$ cat src/rtl/pdm_cic_decimator.sv
// 4th-order CIC decimator: 1-bit PDM from a MEMS mic -> signed PCM, one sample per 2^DEC_LOG2 mclk ticks.
// Latency: valid_o two clk cycles after the wrapping tick; no backpressure, and pcm_o holds between strobes.
module pdm_cic_decimator #(
    parameter int DEC_LOG2 = 6,
    parameter int OUT_W    = 16
) (
    input  logic                    clk,
    input  logic                    rst,
    input  logic                    en,
    input  logic                    mclk,
    input  logic                    pdm_i,
    output logic signed [OUT_W-1:0] pcm_o,
    output logic                    valid_o
);
    localparam int ACC_W = 4*DEC_LOG2 + 2;
    localparam int SHIFT = 4*DEC_LOG2 - (OUT_W-1);

    localparam logic [DEC_LOG2-1:0]     DCNT_MAX = '1;
    localparam logic signed [ACC_W-1:0] X_POS    = {{(ACC_W-1){1'b0}}, 1'b1};
    localparam logic signed [ACC_W-1:0] X_NEG    = '1;
    localparam logic signed [ACC_W-1:0] Y_MAX    = {{(ACC_W-OUT_W+1){1'b0}}, {(OUT_W-1){1'b1}}};

    logic                    sync1_q, pdm_s_q, mclk_q;
    logic signed [ACC_W-1:0] i1_q, i2_q, i3_q, i4_q;
    logic signed [ACC_W-1:0] d1_q, d2_q, d3_q, d4_q;
    logic [DEC_LOG2-1:0]     dcnt_q;
    logic                    dec_stb_q;
    logic signed [OUT_W-1:0] pcm_q;
    logic                    valid_q;

    logic                    tick;
    logic signed [ACC_W-1:0] x, c1, c2, c3, c4, y;
    logic signed [OUT_W-1:0] pcm_d;

    assign tick = mclk & ~mclk_q & en;
    assign x    = pdm_s_q ? X_POS : X_NEG;

    // Combs are only meaningful while dec_stb_q is high; the integrators cannot move in
    // that cycle because mclk is at least two clk cycles long.
    assign c1 = i4_q - d1_q;
    assign c2 = c1 - d2_q;
    assign c3 = c2 - d3_q;
    assign c4 = c3 - d4_q;
    assign y  = c4 >>> SHIFT;

    // Only +full scale overshoots by one LSB; -full scale lands exactly on the minimum.
    assign pcm_d = (y > Y_MAX) ? Y_MAX[OUT_W-1:0] : y[OUT_W-1:0];

    always_ff @(posedge clk) begin
        if (rst) begin
            sync1_q   <= 1'b0;
            pdm_s_q   <= 1'b0;
            mclk_q    <= 1'b0;
            i1_q      <= '0;
            i2_q      <= '0;
            i3_q      <= '0;
            i4_q      <= '0;
            d1_q      <= '0;
            d2_q      <= '0;
            d3_q      <= '0;
            d4_q      <= '0;
            dcnt_q    <= '0;
            dec_stb_q <= 1'b0;
            pcm_q     <= '0;
            valid_q   <= 1'b0;
        end else begin
            sync1_q   <= pdm_i;
            pdm_s_q   <= sync1_q;
            mclk_q    <= mclk;
            dec_stb_q <= tick && (dcnt_q == DCNT_MAX);
            valid_q   <= dec_stb_q;
            if (tick) begin
                i1_q   <= i1_q + x;
                i2_q   <= i2_q + i1_q;
                i3_q   <= i3_q + i2_q;
                i4_q   <= i4_q + i3_q;
                dcnt_q <= dcnt_q + DEC_LOG2'(1);
            end
            if (dec_stb_q) begin
                d1_q  <= i4_q;
                d2_q  <= c1;
                d3_q  <= c2;
                d4_q  <= c3;
                pcm_q <= pcm_d;
            end
        end
    end

    assign pcm_o   = pcm_q;
    assign valid_o = valid_q;

endmodule

$ cat config.mk
export PLATFORM = sky130hd
export DESIGN_NAME = pdm_cic_decimator
export DESIGN_NICKNAME = d
export VERILOG_FILES = /design/src/rtl/pdm_cic_decimator.sv
export SDC_FILE = /design/constraint.sdc
export NUM_CORES = 1
export LEC_CHECK = 0
export ABC_AREA = 1
export ABC_CLOCK_PERIOD_IN_PS = 15490
export BUFFER_PORTS_ARGS = -buffer_cell sky130_fd_sc_hd__buf_2
export CORE_MARGIN = 2
export CORE_UTILIZATION = 45
export DETAILED_ROUTE_END_ITERATION = 12
export SLEW_MARGIN = 20
export SYNTH_ARGS = -nofsm -noshare
export SYNTH_HDL_FRONTEND = slang
export SYNTH_SLANG_ARGS = --single-unit
$ cat constraint.sdc
create_clock -name clk -period 15.49 [get_ports clk]
set_input_delay 2.3235 -clock clk [delete_from_list [all_inputs] [get_ports clk]]
set_output_delay 2.3235 -clock clk [all_outputs]
set_load 0.05 [all_outputs]
# After elaboration in Yosys (flattened, before gate mapping)
# Index checks and enable logic that the tools add are counted.
word_totals:
  reg_bits: 235
  word_cells: 32
classes:
  addsub: 9
  order_cmp: 1
  eq_ne: 1
  n_mux: 2
  bitwise_logic: 3
  reduce_logical: 1
op_table:
  columns: ["operator", "n"]
  rows:
  - ["$add 26x26->26", 4]
  - ["$sub 26x26->26", 4]
  - ["$mux 26", 1]
  - ["$gt 17x16->1 const B", 1]
  - ["$mux 16", 1]
  - ["$add 6x1->6 const B", 1]
  - ["$eq 6x6->1 const B", 1]
  - ["$and 1x1->1", 2]
  - ["$logic_and 1x1->1", 1]
  - ["$not 1->1", 1]

# Depth between registers and ports, before layout
logic_depth:
  depth_word: 6
  ltp_mapped: 44
  ltp_nobuf: 43

# Worst setup path before layout
# Ideal clock, no wire load.
synth_path:
  path_kind: "reg-to-reg"
  start: "register i4_q[0]"
  end: "register pcm_q[10] (netlist: pcm_o[10])"
  setup_ns: 0.067
  arrival_ns: 5.749
  setup_slack_ns: 9.675
  stages_incl_launch_ff: 45
  n_path_buf: 1
  synth_period_minus_slack_ns: 5.815
  cell_sequence: "dfxtp_1 -> inv_1 -> ha_1 -> inv_1 -> fa_1 -> nand2_1 -> inv_1 -> nand2_1 -> nand2_1 -> a21oi_1 -> xor2_1 -> inv_1 -> ha_1 -> nand2_1 -> inv_1 -> nand3_1 -> o21ai_2 -> a21oi_1 -> [9 not listed] -> nand2_1 -> nand3_1 -> nand2_1 -> xor2_1 -> ha_1 -> nand2_1 -> o21ai_0 -> nor2_1 -> a21oi_1 -> nand2_1 -> nand3_1 -> nand2_1 -> nand2_1 -> inv_1 -> nand3_2 -> nand3_4 -> buf_6 -> a21oi_2"
synth_between:
  elab_chain_len: 6
synth_rtl:
  columns: ["element", "line_no", "source"]
  rows:
  - ["start: declaration", "24", "logic signed [ACC_W-1:0] i1_q, i2_q, i3_q, i4_q;"]
  - ["start signal: assignment", "76", "i4_q <= i4_q + i3_q;"]
  - ["$sub 26x26->26 (*)", "40", "assign c1 = i4_q - d1_q;"]
  - ["named net c1[8]", "32", "logic signed [ACC_W-1:0] x, c1, c2, c3, c4, y;"]
  - ["$sub 26x26->26 (*)", "41", "assign c2 = c1 - d2_q;"]
  - ["named net c2[11]", "32", null]
  - ["$sub 26x26->26 (*)", "42", "assign c3 = c2 - d3_q;"]
  - ["named net c3[18]", "32", null]
  - ["$sub 26x26->26 (*)", "43", "assign c4 = c3 - d4_q;"]
  - ["$gt 17x16->1", "47", "assign pcm_d = (y > Y_MAX) ? Y_MAX[OUT_W-1:0] : y[OUT_W-1:0];"]
  - ["$mux 16 (*)", "47", null]
  - ["end signal: assignment", "84", "pcm_q <= pcm_d;"]
  - ["end: declaration", "28", "logic signed [OUT_W-1:0] pcm_q;"]
# Mark *: on every way through the listed nets, which the timed path passes. The rest lies on a longest branch.
# A chain may end at the register's enable or synchronous reset.

# Worst setup path in the final report
layout_path:
  start: "register i4_q[0]"
  end: "register pcm_q[1] (netlist: pcm_o[1])"
layout_between:
  elab_chain_len: 6
layout_rtl:
  columns: ["element", "line_no"]
  rows:
  - ["$sub 26x26->26", "40"]
  - ["named net c1[14]", "32"]
  - ["$sub 26x26->26", "41"]
  - ["named net c2[17]", "32"]
  - ["$sub 26x26->26", "42"]
  - ["named net c3[19]", "32"]
  - ["$sub 26x26->26", "43"]
  - ["$gt 17x16->1", "47"]
  - ["$mux 16", "47"]
# The timed path passes the listed nets, and every way through them passes these cells.

==> impl_metrics.py <==
metrics = {
    "yosys": {
        "yosys_warnings": 0,
        "synthTopCellsByArea": "dfxtp_1, ha_1, a21oi_1",
        "synth-xor-area-share": 0.0717,
        "syn_avg_cell_area_um2": 6.85,
        "ys_types": 48,
        "synth_compound_gate_area_share": 0.241,
        "synth_ff_type": "dfxtp_1",
        "synth_mux_area_frac": 0,
        "synth-simple-area-share": 0.172,
        "syn_area_mm2": 0.0180,
        "synth_fa_ha_area_frac": 0.146,
        "synth_most_common_cell": "inv_1",
        "yosys.area.top_type": "dfxtp_1",
        "synth-seq-area-share": 0.262,
        "synth-async-reset-ratio": 0,
        "syn_inst": 2623,
        "synth_commonest_cells": "inv_1, a21oi_1, nand2_1",
        "synth_top_family_by_area": "compound AO/OA/AOI/OAI gates",
        "synth_top_area_frac": 0.262,
        "syn_nets": 2834,
        "ys_ff_latch": 235,
        "synth_edf_count": 0,
    },
    "final_layout": {
        "layout-drive-gt1-share": 0.0487,
        "nFillCells": 3956,
        "fin_nets": 2818,
        "diodes": 0,
        "final_area_mm2": 0.0196,
        "area_delta_synth_final_pct": 9.29,
        "final_util": 0.496,
    },
    "worst_setup_path": {
        "reg2reg_to": "pcm_o[1]",
        "r2r_cells": 36,
        "crit_type": "register to register",
        "crit_path_end_kind": "register",
        "cp_max_fo": 15,
        "cp.arrival_ns": 7.38,
        "cp_common_cell": "nand2_1",
        "worstPathRequired_ns": 16.00,
        "r2r_slack_ns": 8.61,
        "slowest_delay_ns": 0.43,
        "crit_slowest_cell": "ha_1",
        "critPathLaunchType": "register",
        "reg2reg_from": "i4_q[0]",
    },
    "place": {
        "dp_hpwl_um": 34400,
        "portBuffers": 21,
        "gp_congestion": 0.897,
        "place_ws_ns": 8.73,
        "place_area_mm2": 0.0185,
    },
    "die": {
        "die_w_um": 204,
        "rows": 73,
        "start_util": 0.454,
        "io_pins": 22,
        "die-area_mm2": 0.0415,
        "core-area_mm2": 0.0395,
        "die_h_um": 204,
    },
    "detailed_routing": {
        "drt_iter0_markers": 833,
        "viasPerCell": 5.21,
        "ant_nets": 0,
        "wl_per_cell_um": 14.5,
        "dr.pass1.iters": 5,
        "finalWirelength_um": 45700,
        "num_vias": 16443,
        "drc": 0,
    },
    "timing": {
        "fin_ws_ns": 8.61,
        "relSlewSlack": 0.342,
        "tns_ns": 0,
        "fmax_ghz": 0.145,
        "rsz0062_at_grt": "false",
        "final_max_slew_viol_count": 0,
        "setup_viol": 0,
        "period_needed_ns": 6.88,
        "worst_pin_slew_ns": 0.986,
        "post-route-period-util": 0.444,
        "hold_viol_final": 0,
        "skew_ns": 0.0122,
    },
    "cts": {
        "root_buffer": "clkbuf_16",
        "clk_pin_slew_ns": 0.06,
        "hold_buffers": 0,
        "post_cts_buffers": 0,
        "insertion_delay_ns": 0.58,
        "cts_max_level": 1,
        "numCtsBuffers": 30,
        "cts.repair.resized": 0,
        "cts_tree": "done",
        "cts_buffer_depth": 3,
        "clock_sinks": 235,
    },
    "pwr": {
        "comb_power_share": 0.590,
        "internal-power_w": 0.00186,
        "p_leak_nw": 9.74,
        "peakVddDrop_mv": 0.165,
        "p_seq_frac": 0.185,
        "switching_power_w": 0.00163,
        "p_sw_frac": 0.468,
        "power.density_mw_per_mm2": 178,
        "p_clk_frac": 0.225,
        "total_power_w": 0.00350,
    },
    "job": {
        "max_cap_viol_count": 0,
    },
    "global_route": {
        "grt.total_usage": 0.222,
        "grt_pass1_vias": 15935,
        "antenna_found_initial": 0,
        "gr-total-overflow": 0,
        "grt_pass1_wl_um": 76800,
        "grt_max_degree": 92,
    },
    "min_path": {
        "whs_path_depth": 2,
        "min_path_type": "register to register",
        "hp-start": "sync1_q",
        "min_to": "pdm_s_q",
    },
    "run_status": {
        "status": "finished clean",
    },
}
-- layout by cell type, fill, tap and decap left out, drive strengths merged, types with 3 or more instances in the layout --
master,n
o221ai,11
clkinvlp,3
o21ai,301
dfxtp,235
ha,199
a21oi,379
nor3,23
inv,435
xor2,104
a211oi,8
a21o,18
a21boi,8
nor2,222
clkbuf,39
or2,11
nor3b,3
nand4,10
fa,7
o21a,8
nand2,334
o211ai,25
nand3,109
buf,28
xnor2,43
bufinv,6
nor4,11
o21bai,13
clkinv,8
a31oi,18
-- metal layers --
| metal | wire length, um | GRT usage | share of wire |
|---|---|---|---|
| met5 | 0 | 0 | 0 |
| met4 | 1110 | 0.0631 | 0.024 |
| met2 | 22200 | 0.404 | 0.49 |
| met1 | 21000 | 0.273 | 0.46 |
| met3 | 1350 | 0.0260 | 0.030 |
-- through the flow --
| step | std cells | hold slack (ns) |
|---|---|---|
| after floorplan | 2623 | 0.388 |
| after global placement | 3100 | 0.416 |
| after detailed placement | 3100 | 0.400 |
| after CTS | 3156 | 0.425 |
| after global routing | 3156 | 0.477 |
| final | 3156 | 0.422 |
-- worst max-delay path: cells and delay by family (launching register included) --
| family | cells | cell delay, ns |
|---|---|---|
| AO/OA/AOI/OAI | 10 | 2.26 |
| adder cells (fa/ha/maj) | 5 | 1.72 |
| AND/OR/NAND/NOR | 14 | 1.70 |
| XOR/XNOR | 3 | 0.50 |
| flip-flops | 1 | 0.32 |
| buffers and inverters | 4 | 0.30 |
-- flip-flops by register name, summed over array words and instances, names as in the netlist --
register	count
dcnt_q	6
pdm_s_q	1
valid_o	1
sync1_q	1
i3_q	26
dec_stb_q	1
i2_q	26
d3_q	26
d2_q	26
i1_q	26
d1_q	26
pcm_o	16
d4_q	26
i4_q	26
mclk_q	1
-- cell type report --
cell class | instances | area, um2 | share of cell area
Multi-Input combinational cell | 1877 | 11300 | 0.578
Sequential cell | 235 | 4710 | 0.240
Inverter | 435 | 1640 | 0.0833
Clock buffer | 39 | 876 | 0.0446
Tap cell | 525 | 657 | 0.0335
Clock inverter | 17 | 254 | 0.0129
Timing Repair Buffer | 28 | 164 | 0.00835
-- cells by family after synthesis --
| logic type | after synthesis |
|---|---|
| flip-flops | 235 |
| AND/OR/NAND/NOR | 727 |
| AO/OA/AOI/OAI | 797 |
| adder cells (fa/ha/maj) | 206 |
| buffers and inverters | 511 |
| XOR/XNOR | 147 |
-- power by group through the flow --
stage               registers (W)  logic, W  clock network (W)
detailed placement       0.000658   0.00206                  0
global route             0.000648   0.00235           0.000831
floorplan                0.000650   0.00165                  0
CTS                      0.000645   0.00207           0.000808
global placement         0.000658   0.00203                  0
finish                   0.000645   0.00206           0.000787
-- how the worst max path moves through the flow --
stage | from | cells after the start | end
after detailed placement | i4_q[0] | 36 | pcm_o[1]
final | i4_q[0] | 36 | pcm_o[1]
after global routing | i4_q[0] | 40 | pcm_o[1]
after floorplan | i4_q[0] | 44 | pcm_o[10]
after CTS | i4_q[0] | 36 | pcm_o[1]
after global placement | i4_q[0] | 40 | pcm_o[0]
(Power assumes the default switching activity.)
